<file path="src/rtl/hus_bus_arb.sv">
// hus_bus_arb: responder side of the sampler bus-request handshake.
// Requests the Z80 bus, waits for BUSAK, grants the sampler and serves
// single-word SRAM reads until the sampler lets go of busrq_n.
module hus_bus_arb #(
  parameter int unsigned AW       = 19,
  parameter int unsigned MEM_WAIT = 1,
  parameter int unsigned TMO      = 255
) (
  input  logic          clk,
  input  logic          reset,
  input  logic          busrq_n,
  output logic          busak,
  input  logic          rd_req,
  input  logic [AW-1:0] rd_addr,
  output logic          rd_ack,
  output logic [7:0]    rd_dat,
  output logic [7:0]    rd_cnt,
  output logic          tmo,
  output logic          cpu_busrq_n,
  input  logic          cpu_busak_n,
  output logic [AW-1:0] mem_a,
  output logic          mem_oe_n,
  input  logic [7:0]    mem_d,
  output logic          bus_en
);

  localparam logic [1:0] StIdle  = 2'd0;
  localparam logic [1:0] StReq   = 2'd1;
  localparam logic [1:0] StGrant = 2'd2;
  localparam logic [1:0] StRel   = 2'd3;

  logic [1:0]    state_q, state_d;
  logic [1:0]    ak_sync_q;
  logic          ak;
  logic [7:0]    tmo_cnt_q, tmo_cnt_d;
  logic          tmo_q, tmo_d;
  logic          busy_q, busy_d;
  logic [2:0]    wait_q, wait_d;
  logic [AW-1:0] mem_a_q, mem_a_d;
  logic          oe_n_q, oe_n_d;
  logic          ack_q, ack_d;
  logic [7:0]    dat_q, dat_d;
  logic [7:0]    cnt_q, cnt_d;
  logic          rd_accept;
  logic          rd_last;

  // Two-flop synchronizer for the asynchronous Z80 BUSAK pin.
  always_ff @(posedge clk or negedge reset) begin
    if (!reset) begin
      ak_sync_q <= 2'b11;
    end else begin
      ak_sync_q <= {ak_sync_q[0], cpu_busak_n};
    end
  end

  assign ak = ~ak_sync_q[1];

  // Handshake FSM next state and grant timeout tracking.
  always_comb begin
    state_d   = state_q;
    tmo_cnt_d = 8'd0;
    tmo_d     = tmo_q;
    unique case (state_q)
      StIdle: begin
        if (!busrq_n) state_d = StReq;
      end
      StReq: begin
        // A withdrawn request wins over a simultaneous grant.
        if (busrq_n) begin
          state_d = StRel;
        end else if (ak) begin
          state_d = StGrant;
        end else begin
          tmo_cnt_d = (tmo_cnt_q == 8'(TMO)) ? tmo_cnt_q : tmo_cnt_q + 8'd1;
          if (tmo_cnt_q + 8'd1 == 8'(TMO)) tmo_d = 1'b1;
        end
      end
      StGrant: begin
        // An in-flight read always finishes before the bus is handed back.
        if (busrq_n && !busy_q) state_d = StRel;
      end
      StRel: begin
        if (!ak) state_d = StIdle;
      end
      default: state_d = StIdle;
    endcase
  end

  assign rd_accept = (state_q == StGrant) && rd_req && !busy_q && !busrq_n;
  assign rd_last   = busy_q && (wait_q == 3'd0);

  // Read engine: hold mem_oe_n low MEM_WAIT+1 cycles, capture on the last one.
  always_comb begin
    busy_d  = busy_q;
    wait_d  = wait_q;
    mem_a_d = mem_a_q;
    oe_n_d  = oe_n_q;
    ack_d   = 1'b0;
    dat_d   = dat_q;
    cnt_d   = cnt_q;
    if (rd_accept) begin
      busy_d  = 1'b1;
      wait_d  = 3'(MEM_WAIT);
      mem_a_d = rd_addr;
      oe_n_d  = 1'b0;
    end else if (rd_last) begin
      busy_d = 1'b0;
      oe_n_d = 1'b1;
      dat_d  = mem_d;
      ack_d  = 1'b1;
      if (cnt_q != 8'hff) cnt_d = cnt_q + 8'd1;
    end else if (busy_q) begin
      wait_d = wait_q - 3'd1;
    end
    if (state_q == StReq && state_d == StGrant) cnt_d = 8'd0;
  end

  // State registers.
  always_ff @(posedge clk or negedge reset) begin
    if (!reset) begin
      state_q   <= StIdle;
      tmo_cnt_q <= 8'd0;
      tmo_q     <= 1'b0;
      busy_q    <= 1'b0;
      wait_q    <= 3'd0;
      mem_a_q   <= '0;
      oe_n_q    <= 1'b1;
      ack_q     <= 1'b0;
      dat_q     <= 8'd0;
      cnt_q     <= 8'd0;
    end else begin
      state_q   <= state_d;
      tmo_cnt_q <= tmo_cnt_d;
      tmo_q     <= tmo_d;
      busy_q    <= busy_d;
      wait_q    <= wait_d;
      mem_a_q   <= mem_a_d;
      oe_n_q    <= oe_n_d;
      ack_q     <= ack_d;
      dat_q     <= dat_d;
      cnt_q     <= cnt_d;
    end
  end

  // Bus-side outputs decode straight from state so reset drops them at once.
  always_comb begin
    cpu_busrq_n = !((state_q == StReq) || (state_q == StGrant));
    busak       = (state_q == StGrant);
    bus_en      = (state_q == StGrant);
  end

  assign rd_ack   = ack_q;
  assign rd_dat   = dat_q;
  assign rd_cnt   = cnt_q;
  assign tmo      = tmo_q;
  assign mem_a    = mem_a_q;
  assign mem_oe_n = oe_n_q;

endmodule

</file>
<file path="config.mk">
export PLATFORM = sky130hd
export DESIGN_NAME = hus_bus_arb
export DESIGN_NICKNAME = d
export VERILOG_FILES = /design/src/rtl/hus_bus_arb.sv
export SDC_FILE = /design/constraint.sdc
export NUM_CORES = 1
export LEC_CHECK = 0
export ABC_AREA = 1
export CORE_ASPECT_RATIO = 1.5
export CORE_UTILIZATION = 35
export DETAILED_ROUTE_END_ITERATION = 10
export GPL_ROUTABILITY_DRIVEN = 1
export PLACE_DENSITY = 0.7
export RECOVER_POWER = 100
export SLEW_MARGIN = 20
export SYNTH_ARGS = -nofsm -noshare
export SYNTH_HDL_FRONTEND = slang
export SYNTH_SLANG_ARGS = --single-unit
</file>
<file path="constraint.sdc">
create_clock -name clk -period 1.6 [get_ports clk]
set_input_delay 0.16 -clock clk [delete_from_list [all_inputs] [get_ports clk]]
set_output_delay 0.16 -clock clk [all_outputs]
set_load 0.005 [all_outputs]
</file>
# Word-level counts from Yosys, hierarchy flattened
# Cells that the tools add are included.
dict set report word_totals {
  word_cells 69
  romBits 0
  latchBits 0
  mem_bits_rw 0
  memories 0
  reg_bits 54
}
dict set report op_classes {
  n_mul 0
  shifts 0
  div 0
  muxes 23
  order_cmp 0
  n_eq_ne 10
  bitwise_logic 2
  n_reduce_logical 20
  addsub 3
}
# operator n
set ops {}
lappend ops {{8-bit 2-to-1 mux} 8}
lappend ops {{8-bit by 1-bit adder with 8-bit output, second input constant} 2}
lappend ops {{8-bit == test, second input constant} 2}
lappend ops {{2-bit 2-to-1 mux} 5}
lappend ops {{3-bit 2-to-1 mux} 3}
lappend ops {{8-bit inequality test, second input constant} 1}
lappend ops {{2-bit case mux with 4 select lines} 1}
lappend ops {{2-bit nonzero test} 4}
lappend ops {{2-bit == test, second input constant} 3}
lappend ops {{1-bit logical AND} 6}
lappend ops {{1-bit 2-to-1 mux} 6}
lappend ops {{4-bit inequality test, second input constant} 1}
lappend ops {{2-bit AND reduction} 2}
lappend ops {{4-bit AND reduction} 1}
lappend ops {{1-bit zero test} 3}
lappend ops {{3-bit zero test} 1}
lappend ops {{3-bit AND reduction} 1}
lappend ops {{3-bit by 1-bit subtractor with 3-bit output, second input constant} 1}
lappend ops {{2-bit by 1-bit == test with 1-bit output, second input constant} 1}
lappend ops {{2-bit zero test} 1}
lappend ops {{2-bit by 1-bit inequality test with 1-bit output, second input constant} 1}
lappend ops {{2-bit inequality test, second input constant} 1}
lappend ops {{1-bit NOT} 2}
lappend ops {{1-bit logical OR} 1}

# Longest topological paths before layout
dict set report logic_depth {
  depth_word 8
  mapped_depth 10
  ltp_nobuf 10
}

# Least setup slack after synthesis
# Ideal clock, no wire load.
dict set report synth_timing {
  path_kind {flip-flop to flip-flop}
  from {register state_q[0]}
  to {register cnt_q[0], in the netlist rd_cnt[0]}
  stages_incl_launch_ff 8
  slack_ps 156
  period_less_slack_ps 1444
  n_path_buf 0
  required_ps 1473
  t_arrival_ps 1317
  setup_ps 127
  path_cell_list {dfrtp_1 -> inv_1 -> ha_1 -> nand3b_1 -> nand2_1 -> nand3_1 -> nor2_2 -> nor2_1}
}
dict set report synth_between {
  elab_cells_between_ends 20
  classes_between {5 x eq/ne; 7 x mux; 8 x reduce/logical}
}
# element line_no
set synth_rtl {}
lappend synth_rtl {{start: declaration} 32} ;# logic [1:0] state_q, state_d;
lappend synth_rtl {{start signal: assignment} 121} ;# state_q <= StIdle;
lappend synth_rtl {{start signal: assignment} 132} ;# state_q <= state_d;
lappend synth_rtl {{2-bit == test *} -}
lappend synth_rtl {{via bus_en} 24} ;# output logic bus_en
lappend synth_rtl {{2-bit case mux with 4 select lines *} 63} ;# unique case (state_q)
lappend synth_rtl {{via state_d[0]} 32}
lappend synth_rtl {{2-bit == test *} 115} ;# if (state_q == StReq && state_d == StGrant) cnt_d = 8'd0;
lappend synth_rtl {{1-bit logical AND *} 115}
lappend synth_rtl {{2-bit by 1-bit inequality test with 1-bit output (no line) or 2-bit nonzero test (tied branches)} -}
lappend synth_rtl {{3-bit AND reduction (no line)} -}
lappend synth_rtl {{end signal: assignment} 141} ;# cnt_q <= cnt_d;
lappend synth_rtl {{end: declaration} 43} ;# logic [7:0] cnt_q, cnt_d;
# Mark *: on every way through the listed nets, which the timed path passes. The rest lies on a longest branch.
# A chain may end at the register's enable or synchronous reset.

# Worst setup path after layout
dict set report layout_timing {
  from {register state_q[0]}
  to {register cnt_q[7], in the netlist rd_cnt[7]}
}
dict set report layout_between {
  elab_chain_len 7
  elab_cells_between_ends 20
  classes_between {5 x eq/ne; 7 x mux; 8 x reduce/logical}
}
# element line_no
set layout_lines {}
lappend layout_lines {{2-bit 2-to-1 mux} 71} ;# end else if (ak) begin
lappend layout_lines {{2-bit 2-to-1 mux} 69} ;# if (busrq_n) begin
lappend layout_lines {{2-bit case mux with 4 select lines *} 63}
lappend layout_lines {{via state_d[0]} 32}
lappend layout_lines {{2-bit == test *} 115}
lappend layout_lines {{1-bit logical AND *} 115}
lappend layout_lines {{2-bit by 1-bit inequality test with 1-bit output (no line) or 2-bit nonzero test (tied branches)} -}
lappend layout_lines {{3-bit AND reduction (no line)} -}
# Marked as above.

==> flow_summary_export.csv <==
group,metric,value,unit
critical_path,slowest_stage,"dfrtp_1",
synth,synth.most_common_cell,"nand2_1",
detailed_routing,vias,2174,
synth,synthTopCellsByArea,"dfrtp_1, nand2_1, ha_1, inv_1, nand3_1",
synth,synth_nets,343,
critical_path,rrSetupSlack,0.06,ns
detailed_routing,drtIter0Drc,85,
clock_tree,cts.path.max_buffers,2,
die,rows,37,
power_and_ir_drop,p_per_area,1520,nW/um2
timing,min_period,1.54,ns
detailed_routing,routed_wl,5600,um
clock_tree,path_clk_slew,0.09,ns
die,die-height,106,um
min_path,whs_path_depth,0,
critical_path,cp.required,1.80,ns
timing,hold_violations,0,
timing,setup_violations,0,
global_route,grt_usage,16.1,%
critical_path,reg2reg_from,"state_q[0]$_DFF_PN0_",
final_layout,finalNonFillerCells,470,
synth,synth_top_cell_by_area,"dfrtp_1",
placement,dp.cells,454,
placement,dpl.hpwl,4230,um
global_route,antenna_found_initial,0,
timing,whs,0.360,ns
placement,io_buffers,72,
global_route,overflow,0,
critical_path,critPathMaxStageDelay,0.39,ns
critical_path,cp.arrival,1.74,ns
die,core,6940,um2
timing,slew-limit-headroom,33.0,%
timing,finalClockSkew,0.00385,ns
timing,max_slew.worst_pin.slew,1.00,ns
synth,syn-cell-area,2540,um2
final_layout,syn2layout_area_growth,41.5,%
detailed_routing,wl_per_cell,11.9,um
synth,synth_edf_count,0,
synth,ys.flop_type,"dfrtp_1",
placement,place_congestion,0.811,
power_and_ir_drop,vdd_drop_max,0.600,mV
critical_path,cpMostUsedCell,"buf_4",
detailed_routing,dr.pass1.iters,4,
detailed_routing,viasPerCell,4.63,
power_and_ir_drop,leakagePower,1.76,nW
min_path,whs_endpoint,"ak_sync_q[1]$_DFF_PN1_",
clock_tree,htreeDepth,2,
global_route,grt_pass1_vias,2194,
critical_path,end_kind,"register",
global_route,grt_pass1_wl,9690,um
timing,rsz0062_at_grt,"true",
timing,min_period_over_period,96.5,%
die,start_util,36.6,%
flow_run,max_cap_violations,0,
clock_tree,cts_root_buf,"clkbuf_8",
synth,ys_warn_count,0,
min_path,min_path_type,"register to register",
clock_tree,cts-buffers-inserted,5,
critical_path,path_class,"register to register",
critical_path,critical_path.max_fanout,4,
critical_path,crit_path_cell_trace,"buf_4, ha_2, nand2_2, nand3b_1, nand2_1, nand3_2, buf_4, o21ai_1, nor2_1",
clock_tree,cts_tree,"done",
die,die_width,71.6,um
final_layout,drive_gt1_share,13.8,%
detailed_routing,drc,0,
min_path,hold_start,"ak_sync_q[0]$_DFF_PN1_",
timing,max_freq,648,MHz
global_route,grt_max_degree,30,
run_status,outcome,"finished, final reports clean",
synth,syn_inst,302,
detailed_routing,ant_nets,0,
synth,ys_types,29,
timing,finalMaxSlewViolations,0,
die,num_io_pins,73,
clock_tree,insertion_delay,0.30,ns
synth,synth_top_area_share,50.1,%
clock_tree,cts_sinks,54,
final_layout,nets,432,
critical_path,startpoint,"state_q[0]$_DFF_PN0_",
final_layout,fillers,655,
synth,avgSynthCellArea,8.43,um2
synth,synth-seq-cells,54,
critical_path,reg2reg_depth,9,
synth,synthArstFlopShare,100,%
synth,yosys-top-cells-count,"nand2_1, dfrtp_1, inv_1",
critical_path,r2r-end,"rd_cnt[7]$_DFFE_PN0P_",
final_layout,insertedDiodeCount,0,
die,dieArea,7620,um2
synth,ys_seq_area_share,53.2,%
critical_path,start_kind,"register",
-- state kept, by name (all words and copies together), names as in the netlist, 2 cells and up --
signal,count
mem_a,19
rd_cnt,8
rd_dat,8
tmo_cnt_q,8
wait_q,3
ak_sync_q,2
state_q,2
-- worst max-delay path by stage --
stage,to,slack (ns),cells past startpoint
global placement,rd_cnt[0]$_DFFE_PN0P_,0.04,8
detailed placement,rd_cnt[3]$_DFFE_PN0P_,-0.03,9
finish,rd_cnt[7]$_DFFE_PN0P_,0.06,9
floorplan,rd_cnt[0]$_DFFE_PN0P_,0.16,7
global route,tmo$_DFFE_PN0P_,-0.03,10
CTS,rd_cnt[7]$_DFFE_PN0P_,0.0005,9
-- cells by family (layout without fill, tap and decap cells) --
logic type	Yosys count	in the layout	share of synthesized area (%)
buffers and inverters	38	128	6.10
AND/OR/NAND/NOR	177	177	30.5
adder cells (fa/ha/maj)	9	9	4.42
XOR/XNOR	5	5	1.72
AO/OA/AOI/OAI	19	19	3.98
flip-flops	54	54	53.2
-- cells in the final DEF, fill, tap and decap left out, types with 3 or more instances in the layout --
master           count
inv_2                6
inv_1               25
a21oi_1              9
nor2_1              17
dfrtp_1             49
buf_4               10
nand2_1            121
clkbuf_8             6
nand4_1              3
nand3_1             16
clkdlybuf4s50_1     67
xor2_1               4
nand2_2              4
ha_1                 6
nor2_2               3
dfstp_2              3
nand3_2              3
o21ai_1              5
nor2_4               5
-- metrics by stage --
step	total power [mW]	utilization, %	setup slack [ns]	setup TNS, ns	instance area, um2
4_1_cts	5.41	50.9	0.000522	0	3530
3_3_place_gp	4.49	48.8	0.0389	0	3390
2_1_floorplan	3.21	-	0.156	0	2540
3_5_place_dp	4.54	48.8	-0.0321	-0.110	3390
6_report	5.47	51.9	0.0564	0	3600
5_1_grt	5.91	51.9	-0.0329	-0.0659	3600
-- per-layer routing --
| layer | track usage, % | vias to the layer above | wire length (um) | part of all wire [%] |
|---|---|---|---|---|
| met5 | 0 | - | 0 | 0 |
| met4 | 6.44 | 0 | 106 | 1.9 |
| met3 | 2.56 | 8 | 195 | 3.5 |
| met2 | 30.1 | 46 | 3110 | 56 |
| met1 | 17.8 | 1009 | 2180 | 39 |
| li1 | - | 1111 | - | - |
-- repair_timing --
action,in CTS,in global routing
hold endpoints to repair,14,0
setup buffers,3,4
resized for setup,7,19
hold buffers,1,0
setup endpoints to repair,10,24
pin swaps,0,2
-- worst max-delay path, delay by kind of cell (launching register included) --
kind	cells	cell delay [ns]
AOI/OAI and AO/OA	1	0.13
adders and majority gates	1	0.21
buffers and inverters	2	0.31
DFF	1	0.39
and+or+nand+nor	5	0.40
-- final cells by class --
| cell class | instances | area (um2) | share of cell area, % |
|---|---|---|---|
| Clock inverter | 1 | 5.00 | 0.139 |
| Sequential cell | 54 | 1360 | 37.7 |
| Tap cell | 78 | 97.6 | 2.71 |
| Clock buffer | 7 | 86.3 | 2.40 |
| Multi-Input combinational cell | 210 | 1080 | 30.0 |
| Timing Repair Buffer | 87 | 850 | 23.6 |
| Inverter | 33 | 126 | 3.51 |
-- power breakdown --
part,internal (mW),switching (mW)
clock,0.350,0.409
combinational,1.40,1.10
sequential,1.88,0.334
Power figures use the tool's default switching activity.
